File: src/rtl/mem_arbiter_pkg.sv
// Shared definitions for the data-memory arbiter.
//   state_e  : transaction FSM states
//   owner_e  : which requester owns the outstanding transaction
//   DEF_*    : default timeout and starvation-guard limits
//   cnt_width: counter width able to hold 0..max_val
package mem_arbiter_pkg;

  typedef enum logic [1:0] {
    IDLE = 2'd0,
    REQ  = 2'd1,
    WAIT = 2'd2,
    RESP = 2'd3
  } state_e;

  typedef enum logic {
    OWN_IFU = 1'b0,
    OWN_LSU = 1'b1
  } owner_e;

  localparam int unsigned DEF_TIMEOUT  = 1023;
  localparam int unsigned DEF_MAX_WAIT = 8;

  function automatic int unsigned cnt_width(input int unsigned max_val);
    return (max_val < 2) ? 1 : $clog2(max_val + 1);
  endfunction

endpackage

File: src/rtl/mem_arbiter_if.sv
// Bus bundle between the arbiter, the two requesters (IFU, LSU) and memory.
//   slave  : the arbiter's view (requests and memory responses come in)
//   master : the surrounding system (requesters and memory)
interface mem_arbiter_if;

  logic        ifu_req_valid;
  logic        ifu_req_ready;
  logic [31:0] ifu_addr;
  logic        ifu_resp_valid;
  logic [31:0] ifu_rdata;
  logic        ifu_resp_err;

  logic        lsu_req_valid;
  logic        lsu_req_ready;
  logic [31:0] lsu_addr;
  logic        lsu_wen;
  logic [31:0] lsu_wdata;
  logic [3:0]  lsu_wmask;
  logic        lsu_resp_valid;
  logic [31:0] lsu_rdata;
  logic        lsu_resp_err;

  logic        mem_req_valid;
  logic        mem_req_ready;
  logic [31:0] mem_addr;
  logic        mem_wen;
  logic [31:0] mem_wdata;
  logic [3:0]  mem_wmask;
  logic        mem_resp_valid;
  logic [31:0] mem_rdata;
  logic        mem_resp_err;

  modport slave (
    input  ifu_req_valid, ifu_addr,
    input  lsu_req_valid, lsu_addr, lsu_wen, lsu_wdata, lsu_wmask,
    input  mem_req_ready, mem_resp_valid, mem_rdata, mem_resp_err,
    output ifu_req_ready, ifu_resp_valid, ifu_rdata, ifu_resp_err,
    output lsu_req_ready, lsu_resp_valid, lsu_rdata, lsu_resp_err,
    output mem_req_valid, mem_addr, mem_wen, mem_wdata, mem_wmask
  );

  modport master (
    output ifu_req_valid, ifu_addr,
    output lsu_req_valid, lsu_addr, lsu_wen, lsu_wdata, lsu_wmask,
    output mem_req_ready, mem_resp_valid, mem_rdata, mem_resp_err,
    input  ifu_req_ready, ifu_resp_valid, ifu_rdata, ifu_resp_err,
    input  lsu_req_ready, lsu_resp_valid, lsu_rdata, lsu_resp_err,
    input  mem_req_valid, mem_addr, mem_wen, mem_wdata, mem_wmask
  );

endinterface

File: src/rtl/mem_arbiter_timer.sv
// Transaction timeout counter: clearable, saturating at TIMEOUT.
//   clock, reset : clock, asynchronous active-low reset
//   clear        : restart from zero
//   enable       : count this cycle
//   hit          : count has reached TIMEOUT while enabled
module mem_arbiter_timer
  import mem_arbiter_pkg::*;
#(
  parameter int unsigned TIMEOUT = DEF_TIMEOUT
) (
  input  logic clock,
  input  logic reset,
  input  logic clear,
  input  logic enable,
  output logic hit
);

  localparam int unsigned   W     = cnt_width(TIMEOUT);
  localparam logic [W-1:0]  LIMIT = W'(TIMEOUT);

  logic [W-1:0] count;

  always_ff @(posedge clock or negedge reset) begin
    if (!reset) begin
      count <= '0;
    end else if (clear) begin
      count <= '0;
    end else if (enable && (count != LIMIT)) begin
      count <= count + W'(1);
    end
  end

  assign hit = enable && (count == LIMIT);

endmodule

File: src/rtl/mem_arbiter.sv
// Single-port data-memory arbiter between IFU and LSU, one transaction in
// flight. LSU has priority; IFU wins once it has waited MAX_WAIT cycles.
// A transaction stuck in REQ/WAIT for TIMEOUT cycles completes with an error.
//   clock : system clock
//   reset : asynchronous active-low reset
//   bus   : IFU/LSU request+response and memory request+response signals
module mem_arbiter
  import mem_arbiter_pkg::*;
#(
  parameter int unsigned TIMEOUT  = DEF_TIMEOUT,
  parameter int unsigned MAX_WAIT = DEF_MAX_WAIT
) (
  input logic          clock,
  input logic          reset,
  mem_arbiter_if.slave bus
);

  localparam int unsigned   WW       = cnt_width(MAX_WAIT);
  localparam logic [WW-1:0] WAIT_SAT = WW'(MAX_WAIT);

  state_e        state;
  state_e        state_next;
  owner_e        owner;
  logic [31:0]   addr_q;
  logic          wen_q;
  logic [31:0]   wdata_q;
  logic [3:0]    wmask_q;
  logic [31:0]   rdata_q;
  logic          err_q;
  logic          stale;
  logic [WW-1:0] wait_cnt;

  logic ifu_grant;
  logic lsu_grant;
  logic accept;
  logic busy;
  logic hit;
  logic resp_ok;
  logic abort;

  // Grants are gated by reset so every output reads 0 while reset is held.
  always_comb begin
    ifu_grant = 1'b0;
    lsu_grant = 1'b0;
    if (reset && (state == IDLE)) begin
      if (bus.ifu_req_valid && ((wait_cnt >= WAIT_SAT) || !bus.lsu_req_valid)) begin
        ifu_grant = 1'b1;
      end else if (bus.lsu_req_valid) begin
        lsu_grant = 1'b1;
      end
    end
  end

  assign accept  = ifu_grant | lsu_grant;
  assign busy    = (state == REQ) || (state == WAIT);
  assign resp_ok = (state == WAIT) && bus.mem_resp_valid && !stale;
  // A genuine response in the timeout cycle wins over the abort.
  assign abort   = hit && !resp_ok;

  mem_arbiter_timer #(
    .TIMEOUT(TIMEOUT)
  ) u_timer (
    .clock  (clock),
    .reset  (reset),
    .clear  (accept),
    .enable (busy),
    .hit    (hit)
  );

  always_ff @(posedge clock or negedge reset) begin
    if (!reset) begin
      state <= IDLE;
    end else begin
      state <= state_next;
    end
  end

  always_comb begin
    state_next         = state;
    bus.ifu_req_ready  = ifu_grant;
    bus.lsu_req_ready  = lsu_grant;
    bus.mem_req_valid  = 1'b0;
    bus.mem_addr       = '0;
    bus.mem_wen        = 1'b0;
    bus.mem_wdata      = '0;
    bus.mem_wmask      = '0;
    bus.ifu_resp_valid = 1'b0;
    bus.ifu_rdata      = '0;
    bus.ifu_resp_err   = 1'b0;
    bus.lsu_resp_valid = 1'b0;
    bus.lsu_rdata      = '0;
    bus.lsu_resp_err   = 1'b0;
    case (state)
      IDLE: begin
        if (accept) state_next = REQ;
      end
      REQ: begin
        // Request is withdrawn in the timeout cycle so no handshake can occur.
        if (!hit) begin
          bus.mem_req_valid = 1'b1;
          bus.mem_addr      = addr_q;
          bus.mem_wen       = wen_q;
          bus.mem_wdata     = wdata_q;
          bus.mem_wmask     = wmask_q;
        end
        if (hit) begin
          state_next = RESP;
        end else if (bus.mem_req_ready) begin
          state_next = WAIT;
        end
      end
      WAIT: begin
        if (resp_ok || hit) state_next = RESP;
      end
      RESP: begin
        if (owner == OWN_IFU) begin
          bus.ifu_resp_valid = 1'b1;
          bus.ifu_rdata      = rdata_q;
          bus.ifu_resp_err   = err_q;
        end else begin
          bus.lsu_resp_valid = 1'b1;
          bus.lsu_rdata      = rdata_q;
          bus.lsu_resp_err   = err_q;
        end
        state_next = IDLE;
      end
      default: state_next = IDLE;
    endcase
  end

  always_ff @(posedge clock or negedge reset) begin
    if (!reset) begin
      owner    <= OWN_IFU;
      addr_q   <= '0;
      wen_q    <= 1'b0;
      wdata_q  <= '0;
      wmask_q  <= '0;
      rdata_q  <= '0;
      err_q    <= 1'b0;
      stale    <= 1'b0;
      wait_cnt <= '0;
    end else begin
      if (accept) begin
        owner   <= ifu_grant ? OWN_IFU : OWN_LSU;
        addr_q  <= ifu_grant ? bus.ifu_addr : bus.lsu_addr;
        wen_q   <= !ifu_grant && bus.lsu_wen;
        wdata_q <= ifu_grant ? '0 : bus.lsu_wdata;
        wmask_q <= ifu_grant ? '0 : bus.lsu_wmask;
      end

      // Writes return no data to the LSU regardless of what memory drives.
      if (resp_ok) begin
        rdata_q <= wen_q ? '0 : bus.mem_rdata;
        err_q   <= bus.mem_resp_err;
      end else if (abort) begin
        rdata_q <= '0;
        err_q   <= 1'b1;
      end

      // An abandoned WAIT leaves one response in flight; swallow it later.
      if (abort && (state == WAIT)) begin
        stale <= 1'b1;
      end else if (bus.mem_resp_valid && stale) begin
        stale <= 1'b0;
      end

      if (ifu_grant) begin
        wait_cnt <= '0;
      end else if (bus.ifu_req_valid && (wait_cnt < WAIT_SAT)) begin
        wait_cnt <= wait_cnt + WW'(1);
      end
    end
  end

endmodule

File: src/flat_wrapper.sv
// flat-port wrapper written by rule: the top's interface ports become plain ports
module mem_arbiter_flat import mem_arbiter_pkg::*;
#(
  parameter int unsigned TIMEOUT  = DEF_TIMEOUT,
  parameter int unsigned MAX_WAIT = DEF_MAX_WAIT
)
  (clock, reset, bus_ifu_req_valid, bus_ifu_addr, bus_lsu_req_valid, bus_lsu_addr, bus_lsu_wen, bus_lsu_wdata, bus_lsu_wmask, bus_mem_req_ready, bus_mem_resp_valid, bus_mem_rdata, bus_mem_resp_err, bus_ifu_req_ready, bus_ifu_resp_valid, bus_ifu_rdata, bus_ifu_resp_err, bus_lsu_req_ready, bus_lsu_resp_valid, bus_lsu_rdata, bus_lsu_resp_err, bus_mem_req_valid, bus_mem_addr, bus_mem_wen, bus_mem_wdata, bus_mem_wmask);
  mem_arbiter_if bus_i ();
  input logic clock;
  input logic reset;
  input wire logic [$bits(bus_i.ifu_req_valid)-1:0] bus_ifu_req_valid;
  input wire logic [$bits(bus_i.ifu_addr)-1:0] bus_ifu_addr;
  input wire logic [$bits(bus_i.lsu_req_valid)-1:0] bus_lsu_req_valid;
  input wire logic [$bits(bus_i.lsu_addr)-1:0] bus_lsu_addr;
  input wire logic [$bits(bus_i.lsu_wen)-1:0] bus_lsu_wen;
  input wire logic [$bits(bus_i.lsu_wdata)-1:0] bus_lsu_wdata;
  input wire logic [$bits(bus_i.lsu_wmask)-1:0] bus_lsu_wmask;
  input wire logic [$bits(bus_i.mem_req_ready)-1:0] bus_mem_req_ready;
  input wire logic [$bits(bus_i.mem_resp_valid)-1:0] bus_mem_resp_valid;
  input wire logic [$bits(bus_i.mem_rdata)-1:0] bus_mem_rdata;
  input wire logic [$bits(bus_i.mem_resp_err)-1:0] bus_mem_resp_err;
  output wire logic [$bits(bus_i.ifu_req_ready)-1:0] bus_ifu_req_ready;
  output wire logic [$bits(bus_i.ifu_resp_valid)-1:0] bus_ifu_resp_valid;
  output wire logic [$bits(bus_i.ifu_rdata)-1:0] bus_ifu_rdata;
  output wire logic [$bits(bus_i.ifu_resp_err)-1:0] bus_ifu_resp_err;
  output wire logic [$bits(bus_i.lsu_req_ready)-1:0] bus_lsu_req_ready;
  output wire logic [$bits(bus_i.lsu_resp_valid)-1:0] bus_lsu_resp_valid;
  output wire logic [$bits(bus_i.lsu_rdata)-1:0] bus_lsu_rdata;
  output wire logic [$bits(bus_i.lsu_resp_err)-1:0] bus_lsu_resp_err;
  output wire logic [$bits(bus_i.mem_req_valid)-1:0] bus_mem_req_valid;
  output wire logic [$bits(bus_i.mem_addr)-1:0] bus_mem_addr;
  output wire logic [$bits(bus_i.mem_wen)-1:0] bus_mem_wen;
  output wire logic [$bits(bus_i.mem_wdata)-1:0] bus_mem_wdata;
  output wire logic [$bits(bus_i.mem_wmask)-1:0] bus_mem_wmask;
  assign bus_i.ifu_req_valid = bus_ifu_req_valid;
  assign bus_i.ifu_addr = bus_ifu_addr;
  assign bus_i.lsu_req_valid = bus_lsu_req_valid;
  assign bus_i.lsu_addr = bus_lsu_addr;
  assign bus_i.lsu_wen = bus_lsu_wen;
  assign bus_i.lsu_wdata = bus_lsu_wdata;
  assign bus_i.lsu_wmask = bus_lsu_wmask;
  assign bus_i.mem_req_ready = bus_mem_req_ready;
  assign bus_i.mem_resp_valid = bus_mem_resp_valid;
  assign bus_i.mem_rdata = bus_mem_rdata;
  assign bus_i.mem_resp_err = bus_mem_resp_err;
  assign bus_ifu_req_ready = bus_i.ifu_req_ready;
  assign bus_ifu_resp_valid = bus_i.ifu_resp_valid;
  assign bus_ifu_rdata = bus_i.ifu_rdata;
  assign bus_ifu_resp_err = bus_i.ifu_resp_err;
  assign bus_lsu_req_ready = bus_i.lsu_req_ready;
  assign bus_lsu_resp_valid = bus_i.lsu_resp_valid;
  assign bus_lsu_rdata = bus_i.lsu_rdata;
  assign bus_lsu_resp_err = bus_i.lsu_resp_err;
  assign bus_mem_req_valid = bus_i.mem_req_valid;
  assign bus_mem_addr = bus_i.mem_addr;
  assign bus_mem_wen = bus_i.mem_wen;
  assign bus_mem_wdata = bus_i.mem_wdata;
  assign bus_mem_wmask = bus_i.mem_wmask;
  mem_arbiter #(.TIMEOUT(TIMEOUT), .MAX_WAIT(MAX_WAIT)) u_core (.clock(clock), .reset(reset), .bus(bus_i));
endmodule
File: config.mk
export PLATFORM = sky130hd
export DESIGN_NAME = mem_arbiter_flat
export DESIGN_NICKNAME = d
export VERILOG_FILES = /design/src/rtl/mem_arbiter_pkg.sv /design/src/rtl/mem_arbiter_if.sv /design/src/rtl/mem_arbiter_timer.sv /design/src/rtl/mem_arbiter.sv /design/src/flat_wrapper.sv
export SDC_FILE = /design/constraint.sdc
export NUM_CORES = 1
export LEC_CHECK = 0
export CAP_MARGIN = 20
export CORE_AREA = 2 2 85 169
export CTS_CLUSTER_DIAMETER = 40
export DETAILED_ROUTE_END_ITERATION = 7
export DIE_AREA = 0 0 87 171
export PLACE_DENSITY_LB_ADDON = 0.05
export SLEW_MARGIN = 25
export SYNTH_ARGS = -nofsm -noshare
export SYNTH_HDL_FRONTEND = slang
export SYNTH_SLANG_ARGS = --single-unit
File: constraint.sdc
create_clock -name clock -period 3.8 [get_ports clock]
set_input_delay 0.38 -clock clock [delete_from_list [all_inputs] [get_ports clock]]
set_output_delay 0.38 -clock clock [all_outputs]
set_load 0.01 [all_outputs]
; After elaboration in Yosys (flattened, before gate mapping)
; Index checks and enable logic that the tools add are counted.
[classes]
n_reduce_logical = 24
add_sub_neg = 2
n_bitwise = 1
eq_ne = 8
n_mux = 47
n_mul = 0
shifts = 0
div_mod_pow = 0
magnitude_cmp = 2
[ops]
columns = cell, n
row1 = two-way mux 32 bit, 13
row2 = two-way mux 1 bit, 22
row3 = two-way mux 10 bit, 2
row4 = two-way mux 4 bit, 5
row5 = logical AND 1 bit, 11
row6 = adder 10 x 1 -> 10 bit (second input constant), 1
row7 = equality test 10 bit (second input constant), 1
row8 = != test 10 bit (second input constant), 1
row9 = two-way mux 2 bit, 4
row10 = case mux 2 bit (4 select lines), 1
row11 = nonzero test 2 bit, 4
row12 = adder 4 x 1 -> 4 bit (second input constant), 1
row13 = equality test 2 bit (second input constant), 2
row14 = >= comparator 4 bit (second input constant), 1
row15 = logical NOT 1 bit, 4
row16 = less-than comparator 4 bit (second input constant), 1
row17 = logical OR 1 bit, 3
row18 = != test 3 x 2 -> 1 bit (second input constant), 1
row19 = AND reduction 3 bit, 1
row20 = equality test 2 x 1 -> 1 bit (second input constant), 1
row21 = logical NOT 2 bit, 1
row22 = != test 2 x 1 -> 1 bit (second input constant), 1
row23 = != test 2 bit (second input constant), 1
row24 = bitwise OR 1 bit, 1
[word_totals]
register_bits = 120
mem_bits_ro = 0
latch_bits = 0
word_cells = 95
memories = 0
ram_bits = 0

; Logic depth before layout (Yosys ltp)
; Gate-level depths: netlist of the first run.
[logic_depth]
ltp_word = 8
ltp_mapped = 9
depth_no_buf = 7

; By module
; From an unflattened synthesis of the first run, not the netlist that was laid out.
[unflattened]
cells_unflattened = 624
hier_area_um2 = 6107.1
[by_module_without_submodules]
columns = module, seq_area_each_um2, cells_per_inst, area_per_inst_um2, n_inst
row1 = mem_arbiter, 2752.6, 553, 5456.5, 1
row2 = mem_arbiter_timer, 250.2, 71, 650.6, 1

; Least setup slack after synthesis of the first run
; OpenSTA, ideal clock, no wires.
[synth_path]
kind = reg-to-output
start = reg u_core.state[0]
end = out bus_mem_wdata[25]
path_stages_with_launch = 8
n_path_buf = 1
setup_slack_ns = 1.628
arrival_ns = 1.792
required_time_ns = 3.420
cell_sequence = dfrtp_1 > inv_1 > ha_1 > nand3_1 > nor3_4 > nor2b_1 > clkbuf_1 > and2_1
[synth_between]
elab_chain_len = 5
elab_cells_between_ends = 6
classes_between = eq/ne (2) / mux (2) / reduce/logical (2)
[synth_lines]
columns = item, line_no
row1 = from (decl), mem_arbiter.sv:21  ; state_e state;
row2 = from (signal assigned), mem_arbiter.sv:74  ; state <= state_next;
row3 = equality test 2 x 1 -> 1 bit or equality test 2 bit (tied branches), "mem_arbiter.sv:55, mem_arbiter.sv:93"
row4 = logical OR 1 bit, mem_arbiter.sv:55  ; assign busy = (state == REQ) || (state == WAIT);
row5 = logical AND 1 bit, mem_arbiter_timer.sv:33  ; assign hit = enable && (count == LIMIT);
row6 = two-way mux 32 bit, mem_arbiter.sv:99  ; if (!hit) begin
row7 = two-way mux 32 bit (*), mem_arbiter.sv:93  ; case (state)
row8 = to (decl), flat_wrapper.sv:33  ; output wire logic [$bits(bus_i.mem_wdata)-1:0] bus_mem_wdata;
; Mark *: on every way between the ends. The rest lies on a longest branch, timed or not.

; Final worst setup path of the first run
[layout_path]
start = reg u_core.state[0]
end = out bus_mem_addr[7]
[layout_between]
elab_chain_len = 5
elab_cells_between_ends = 6
classes_between = eq/ne (2) / mux (2) / reduce/logical (2)
[layout_lines]
columns = item, line_no
row1 = equality test 2 x 1 -> 1 bit or equality test 2 bit (tied branches), "mem_arbiter.sv:55, mem_arbiter.sv:93"
row2 = logical OR 1 bit, mem_arbiter.sv:55
row3 = logical AND 1 bit, mem_arbiter_timer.sv:33
row4 = two-way mux 32 bit, mem_arbiter.sv:99
row5 = two-way mux 32 bit (*), mem_arbiter.sv:93
row6 = to (decl), flat_wrapper.sv:31  ; output wire logic [$bits(bus_i.mem_addr)-1:0] bus_mem_addr;
; Marks and branches as above.

==> results.txt, run 1 <==
The run finished with clean final reports. The final-layout setup total negative slack came out at 0 ns. The clock sink count is 120. The area of the multi-input gates is approximately 2800 sq um. The area of the die came out at between 10000 and 15000 sq um.

After floorplanning, the core was divided into a little over 60 placement rows. The share of the Yosys chip area taken by registers is 0.501. The total I/O pin count is 280. The mean routed wirelength per cell is 17.1 um. TritonCTS built the clock tree. The initial antenna violation count came out at 0.

The kind of cell with the highest combined delay along the critical path is buffers and inverters. The slew at the pin closest to its max-slew limit is roughly 0.91 ns. Measured on the finished design, the core utilization comes to 0.696. The ratio of cells with drive above 1 in the final layout is 0.0557. The number of register bits inferred by synthesis is 120. On the worst path, the slowest cell contributes a delay of 0.54 ns. The clock transition at the registers of the reported paths is 0.05 ns.

Entering global routing, the biggest net connects 69 pins. The initial standard-cell utilization of the core came out at 0.438. The gate count after technology mapping came out at between 600 and 700. The worst setup path is of the flip-flop to primary output kind. The pre-CTS setup slack is ~0.83 ns. The number of endpoints failing setup at the final stage came out at 0. The number of cells in the finished layout apart from fillers came out at 1090. By count the netlist is led by 120 x sky130_fd_sc_hd__dfrtp_1, 113 x sky130_fd_sc_hd__nand2_1, 104 x sky130_fd_sc_hd__and2_1, 55 x sky130_fd_sc_hd__nor2_1, 40 x sky130_fd_sc_hd__a21oi_1. The async set or reset register ratio after synthesis came out at 1.00.

The maximum clock skew at final layout came out at 0.0102 ns. The share of the synthesized area in the top cell type came out at 0.501. The cts-stage hold buffer count is 0.

The worst register-to-register path ends at u_core.wdata_q[17]. The count of H-tree levels built during CTS is 4. After the last flow step, the layout net total stands at 1068. The count of buffers added on input and output ports is 279. STA classifies the critical path endpoint as a primary output. The sequential cell area came out at 3000 sq um.

The worst register-to-register path has a depth of 9. The layout overhead on the synthesized area is 58.7%. Gates resized during post-CTS repair numbered 0.

During synthesis, Yosys emitted a total of 0 warnings. The die is about 87 um wide. The post-layout worst setup margin came out at 0.424 ns. The critical path contains buffers and inverters numbering 3 combined. The worst endpoint required time came out at between 3 and 4 ns. The antenna diode count came out at 0. The global placer's final weighted congestion is just over 0.8. The post-synth net total came out at ~800.

Of all cell types, the one taking the most synthesized area is sky130_fd_sc_hd__dfrtp_1. For this design, the slowest cell found on the critical path is sky130_fd_sc_hd__clkdlybuf4s50_1. The first-pass GRT wire length came out at approximately 29000 um. The half-perimeter wire length after detailed placement came out at 13200 um. The die outline height is between 150 and 200 um.

Static timing analysis puts the maximum clock frequency at roughly 300 MHz. The floorplan core area came out at 13700 sq um. The total routed wirelength is 18600 um. The total iterations of the first detailed-routing run came out at 5. After layout, the design draws a total of 6.48 mW. Data on the critical path arrives at its endpoint at around 3.0 ns.

By area the synthesized netlist is led by sky130_fd_sc_hd__dfrtp_1 50%, sky130_fd_sc_hd__and2_1 11%, sky130_fd_sc_hd__nand2_1 7.1%. The leakage power is between 4 and 5 nW. The worst max-slew margin expressed relative to the limit is 0.394.

The number of library cell types mapped by synthesis came out at 42. The average via count per standard cell came out at about 5.3. For this run, the total global-route usage over all layers was measured as 0.246. STA classifies the critical path startpoint as a flip-flop.

The critical path goes through inv_1 > ha_1 > nand3_1 > nor3_4 > nor2b_4 > buf_12 > and2_1 > clkdlybuf4s50_1. The worst reg2reg path startpoint is u_core.state[0]. The number of enable-type register cells in the synthesized netlist is 0. VDD sags by at most roughly 0.43 mV. CTS placed an instance of sky130_fd_sc_hd__clkbuf_16 at the clock tree root.

The setup fix buffers added after clock tree synthesis is 0. The fill cell total of the finished layout came out at roughly 1100. The placed instance area is slightly below 9000 sq um. The worst hold path belongs to the class input port to asynchronous set/reset pin. The detail route stage leaves a number of antenna-violating nets equal to 0. The post-layout minimum cycle time is approximately 3.4 ns.

The via count of the routed design is roughly 5700. The number of clock buffers added by TritonCTS is 17. In this run the cell area of the synthesized design comes to approximately 6000 sq um.

Of the available clock period, the critical path in the final layout requires 0.888. The count of final hold-check violations is 0. The clock latency of the later-clocked register in the worst-skew pair is between 0.4 and 0.5 ns.

The highest net fanout along the worst path is 40. The final cell area excluding filler cells is approximately 9500 sq um. The number of DRC markers after the initial detailed-route iteration came out at between 200 and 300. Max-cap violations in this run came to 0. The via count of the first global-routing pass is ~5500. Counting tap cells, the placed design contains a total of 1058 instances. The flip-flop cell with the highest count after synthesis is sky130_fd_sc_hd__dfrtp_1. The count of pins over their slew limit is 0.

The number of remaining DRC errors is 0. Setup repair after global routing left no endpoint under its margin. The average cell area after synthesis is approximately 9.1 sq um. The final-layout worst hold slack is between 0.1 and 0.15 ns. The setup check on the worst reg-to-reg path leaves a slack of 1.59 ns. The total overflow reported by the global router is 0. The cell with the most instances after synthesis is sky130_fd_sc_hd__dfrtp_1.

The maximum number of buffers from clock root to sink came out at 2. Power spread over the standard cell area amounts to 682 nW/um^2.
## logic make-up after synthesis
logic type,after synthesis,synth area share
buffers and inverters,58,0.0382
adders and majority gates,8,0.0167
xor gates and xnor gates,4,0.00585
and+or+nand+nor,336,0.283
AOI/OAI and AO/OA,131,0.153
muxes,1,0.00188
DFF,120,0.501
## cell type report
class / count / area share
clock inverters: 7 / 0.00935
well taps: 157 / 0.0207
inverters: 9 / 0.00355
repair buffers: 292 / 0.305
clock buffers: 25 / 0.0542
flip-flops and latches: 120 / 0.316
multi-input cells: 480 / 0.291
## placed cells by master (no fill, tap or decap), drive strengths merged, types with 5 or more instances in the layout
cell type / n
inv: 9
nand2: 113
and3: 36
and2: 104
o32ai: 12
a21oi: 41
nand3: 10
o21ai: 7
buf: 14
clkdlybuf4s50: 278
clkbuf: 25
a22o: 35
dfrtp: 120
a31oi: 21
ha: 8
nor2: 55
clkinv: 5
## flip-flops by register name, indices dropped and copies added, names as in the netlist
register              count
u_core.addr_q            32
u_core.err_q              1
u_core.owner              1
u_core.rdata_q           32
u_core.stale              1
u_core.state              2
u_core.u_timer.count     10
u_core.wait_cnt           4
u_core.wdata_q           32
u_core.wen_q              1
u_core.wmask_q            4
## report_power, final
| group | switching [mW] | leakage (nW) | total, mW | internal [mW] |
|---|---|---|---|---|
| Clock | 0.548 | 0.303 | 1.62 | 1.07 |
| Sequential | 0.416 | 1.51 | 2.24 | 1.83 |
| Combinational | 1.18 | 2.38 | 2.62 | 1.44 |
## metal layers
layer	track usage	wire (um)
met1	0.305	7340
met2	0.391	9270
met3	0.0699	1330
met4	0.115	681
met5	0	0
## worst max-delay path by stage
| stage | start | end | cells after the start |
|---|---|---|---|
| after detailed placement | u_core.state[1] | bus_mem_addr[11] | 8 |
| after floorplan | u_core.state[0] | bus_mem_wdata[25] | 7 |
| after global placement | u_core.state[0] | bus_mem_addr[11] | 8 |
| after CTS | u_core.state[1] | bus_mem_addr[7] | 8 |
| after global routing | u_core.state[1] | bus_mem_addr[1] | 8 |
| final | u_core.state[0] | bus_mem_addr[7] | 8 |
Power figures use the tool's default switching activity.
==> run 2, diff against run 1 <==
- TNS_END_PERCENT: not set -> 30
==> results of run 2 <==
Same layout as run 1: the final DEF is identical, and so are final timing and power.
==> run 3, diff against run 2 <==
==> constraint.sdc (replaced) <==
create_clock -name clock -period 3.8 [get_ports clock]
set_input_delay 0.95 -clock clock [delete_from_list [all_inputs] [get_ports clock]]
set_output_delay 0.95 -clock clock [all_outputs]
set_load 0.01 [all_outputs]
==> run 3 against run 2 <==
  * Register-to-register slack improved by 0.08 ns
  * Via count increased by 2.0%
  * First-iteration DRC count increased by 39%
  * Flip-flop and latch count unchanged
  * Critical path depth unchanged
  * Highest routed layer unchanged
==> results.txt, run 3 (synthesis gave the netlist of run 1 again) <==
The flow ran to the end, and the final reports show no timing, DRC or antenna violations. The standard-cell row count was 61 (unchanged). The met1 track demand over resource is 0.327 (+0.0224). The routing usage on met3 is 0.0603 (-0.00965). Setup repair after global routing left no endpoint under its margin.

The via count of the first global-routing pass was 5511 (-0.27%). The library cell used most frequently in the layout, excluding fill and tap cells, is sky130_fd_sc_hd__clkdlybuf4s50_1. The total power density per cell area came out at 697 nW/um^2 (+2.1%). The fill cell total of the finished layout is 1084 (-0.82%). The worst endpoint required time came out at 2.85 ns (-0.57 ns). The final-layout setup total negative slack was 0 ns (unchanged). The post-layout minimum cycle time is 3.62 ns (+0.246 ns). The worst setup path is captured at a primary output. The TritonCTS clock tree is done. The clock latency of the later-clocked register in the worst-skew pair came out at 0.41 ns (about the same).

The ratio of cells with drive above 1 in the final layout is 0.0689 (+0.0132). The final design utilization is 0.707 (+0.0114). The area growth from synthesis to layout is 61.3%. The floorplan core area came out at 13700 sq um (unchanged).

The total I/O pin count was 280 (unchanged). The clock sink count came out at 120 (unchanged). The maximum clock skew at final layout came out at 0.00753 ns (-0.00263 ns). The final layout net count came to 1079 (+1.0%).

The clock transition at the registers of the reported paths is 0.06 ns (about the same). The number of DRC markers after the initial detailed-route iteration is 378 (+39%). Along the worst hold path, the cell count comes to 1. The largest registers in the layout are u_core.addr_q: 32 flops, u_core.rdata_q: 32 flops, u_core.wdata_q: 32 flops. The leakage power is 4.27 nW (+1.8%).

The worst max-slew margin expressed relative to the limit came out at 0.584 (+0.189). The share of the clock period used by the worst path is 0.953 (+0.0648). The average via count per standard cell was 5.31 (+1.1%). The upper clock frequency limit is 276 MHz (-6.8%). The count of pins over their slew limit came out at 0 (unchanged).

The startpoint class of the critical path is a flip-flop. The CTS root buffer is sky130_fd_sc_hd__clkbuf_16. The placed instance area is 8950 sq um (+0.56%). The highest net fanout along the worst path is 15 (-63%). The pre-CTS setup slack came out at 0.309 ns (-0.520 ns). The worst hold path terminates at u_core.wdata_q[31]. The top cell types in the final layout, fill and taps aside, are 278 x sky130_fd_sc_hd__clkdlybuf4s50_1, 120 x sky130_fd_sc_hd__dfrtp_1, 113 x sky130_fd_sc_hd__nand2_1. The first-pass GRT wire length was 29300 um (+2.0%). The x dimension of the die came out at 87 um (unchanged). The path class of the tightest hold or removal check is flip-flop to flip-flop.

The total overflow reported by the global router is 0 (unchanged). The count of H-tree levels built during CTS is 4 (unchanged). The largest net degree at the start of global routing is 55 (-20%).

The antenna diode count is 0 (unchanged). The aggregate global-route resource usage came to 0.254 (+0.00769). The type of the worst setup path is flip-flop to primary output.

The final cell area excluding filler cells is 9660 sq um (+1.6%). The total iterations of the first detailed-routing run is 4 (-1). The number of endpoints failing setup at the final stage came out at 0 (unchanged). The quantity of I/O buffers inserted on ports was 279 (unchanged). The post-layout worst setup margin is 0.178 ns (-0.246 ns). The largest voltage drop on the vdd net came out at 0.494 mV (+14%).

The slack of the worst reg-to-reg path came out at 1.67 ns (+0.08 ns). The initial standard-cell utilization of the core is 0.438 (unchanged). The endpoint of the worst-slack reg-to-reg timing path is u_core.rdata_q[28]. The count of antenna-violating nets left after detailed routing was 0 (unchanged). The met2 global-route usage came out at 0.410 (+0.0189). The via count of the routed design is 5841 (+2.0%). The cts-stage hold buffer count came to 0 (unchanged). The global placer's final weighted congestion came to 0.825 (+2.6%). The total routed wirelength is 19200 um (+2.9%). The clock buffer count from CTS is 17 (unchanged). The number of remaining DRC errors came to 0 (unchanged). The hold path startpoint is u_core.wdata_q[31]. The count of final hold-check violations came out at 0 (unchanged). The initial antenna violation count is 0 (unchanged). The worst reg2reg path startpoint is u_core.state[1]. The die outline height came to 171 um (unchanged).

The slew at the pin closest to its max-slew limit came to 0.620 ns (-0.289 ns). The number of max-cap violations came to 0 (unchanged). The half-perimeter wire length after detailed placement is 13300 um (+0.35%). The mean routed wirelength per cell came to 17.4 um (+2.0%). The area of the die came out at 14900 sq um (unchanged).

The depth of the worst register-to-register path came to 8 (-1). The most crowded layer after global routing is met2. The critical path data arrival time came out at 2.67 ns (-0.33 ns).

The maximum number of buffers from clock root to sink is 2 (unchanged).
-- run 3: cell count changes in the layout (fill, tap and decap cells not counted), sizes merged --
cell,change
clkbuf,-6
nor2b,+1
clkinv,-1
bufinv,+3
buf,+10
inv,+1
clkinvlp,+2
-- run 3: timing repair --
item	4_1_cts	5_1_grt
resized for setup	0	2
buffers inserted	0	6
endpoints found under the setup margin	41	56
pin swaps	1	1
gates cloned	1	0
-- run 3: how the worst max path moves through the flow --
| stage | from | endpoint | slack (ns) |
|---|---|---|---|
| after floorplan | bus_ifu_req_valid | bus_ifu_req_ready | 1.02 |
| after global placement | bus_lsu_req_valid | bus_lsu_req_ready | 0.36 |
| after detailed placement | bus_lsu_req_valid | bus_lsu_req_ready | 0.31 |
| after CTS | u_core.state[1] | bus_mem_addr[4] | 0.002 |
| after global routing | u_core.state[1] | bus_mem_wdata[28] | 0.02 |
| final | u_core.state[1] | bus_mem_wmask[3] | 0.18 |
-- run 3: cell type report --
cell class                 count  area, sq um  share of cell area
sequential                   120         3000               0.311
timing repair buffer         302         3000               0.310
multi-input combinational    481         2780               0.288
clock buffer                  19          453              0.0469
clock inverter                12          198              0.0205
tap                          157          196              0.0203
inverter                       9         33.8             0.00350
-- run 3: per-layer routing --
| layer | part of all wire | routed length [um] | up-vias |
|---|---|---|---|
| met1 | 0.41 | 7910 | 2802 |
| met3 | 0.061 | 1170 | 34 |
| li1 | - | - | 2797 |
| met4 | 0.026 | 503 | 0 |
| met5 | 0 | 0 | - |
| met2 | 0.50 | 9580 | 208 |
-- run 3: metrics by stage --
stage	total power, mW	std cells	hold WS [ns]
4_1_cts	6.75	1094	0.500
3_3_place_gp	4.84	1061	0.476
6_report	6.73	1100	0.502
3_5_place_dp	4.93	1062	0.485
5_1_grt	7.14	1100	0.524
2_1_floorplan	3.57	658	0.458
-- run 3: critical path, cell delays in order (launching register included) --
cell	delay, ns
sky130_fd_sc_hd__dfrtp_1	0.40
sky130_fd_sc_hd__inv_1	0.10
sky130_fd_sc_hd__ha_1	0.30
sky130_fd_sc_hd__nand3_1	0.14
sky130_fd_sc_hd__nor3_4	0.08
sky130_fd_sc_hd__buf_4	0.17
sky130_fd_sc_hd__nor2b_4	0.33
sky130_fd_sc_hd__and2_1	0.20
sky130_fd_sc_hd__clkdlybuf4s50_1	0.54
-- run 3: power breakdown --
| group | internal, mW | switching (mW) |
|---|---|---|
| sequential | 1.83 | 0.376 |
| combinational | 1.50 | 1.26 |
| clock | 1.19 | 0.571 |
| total | 4.52 | 2.21 |
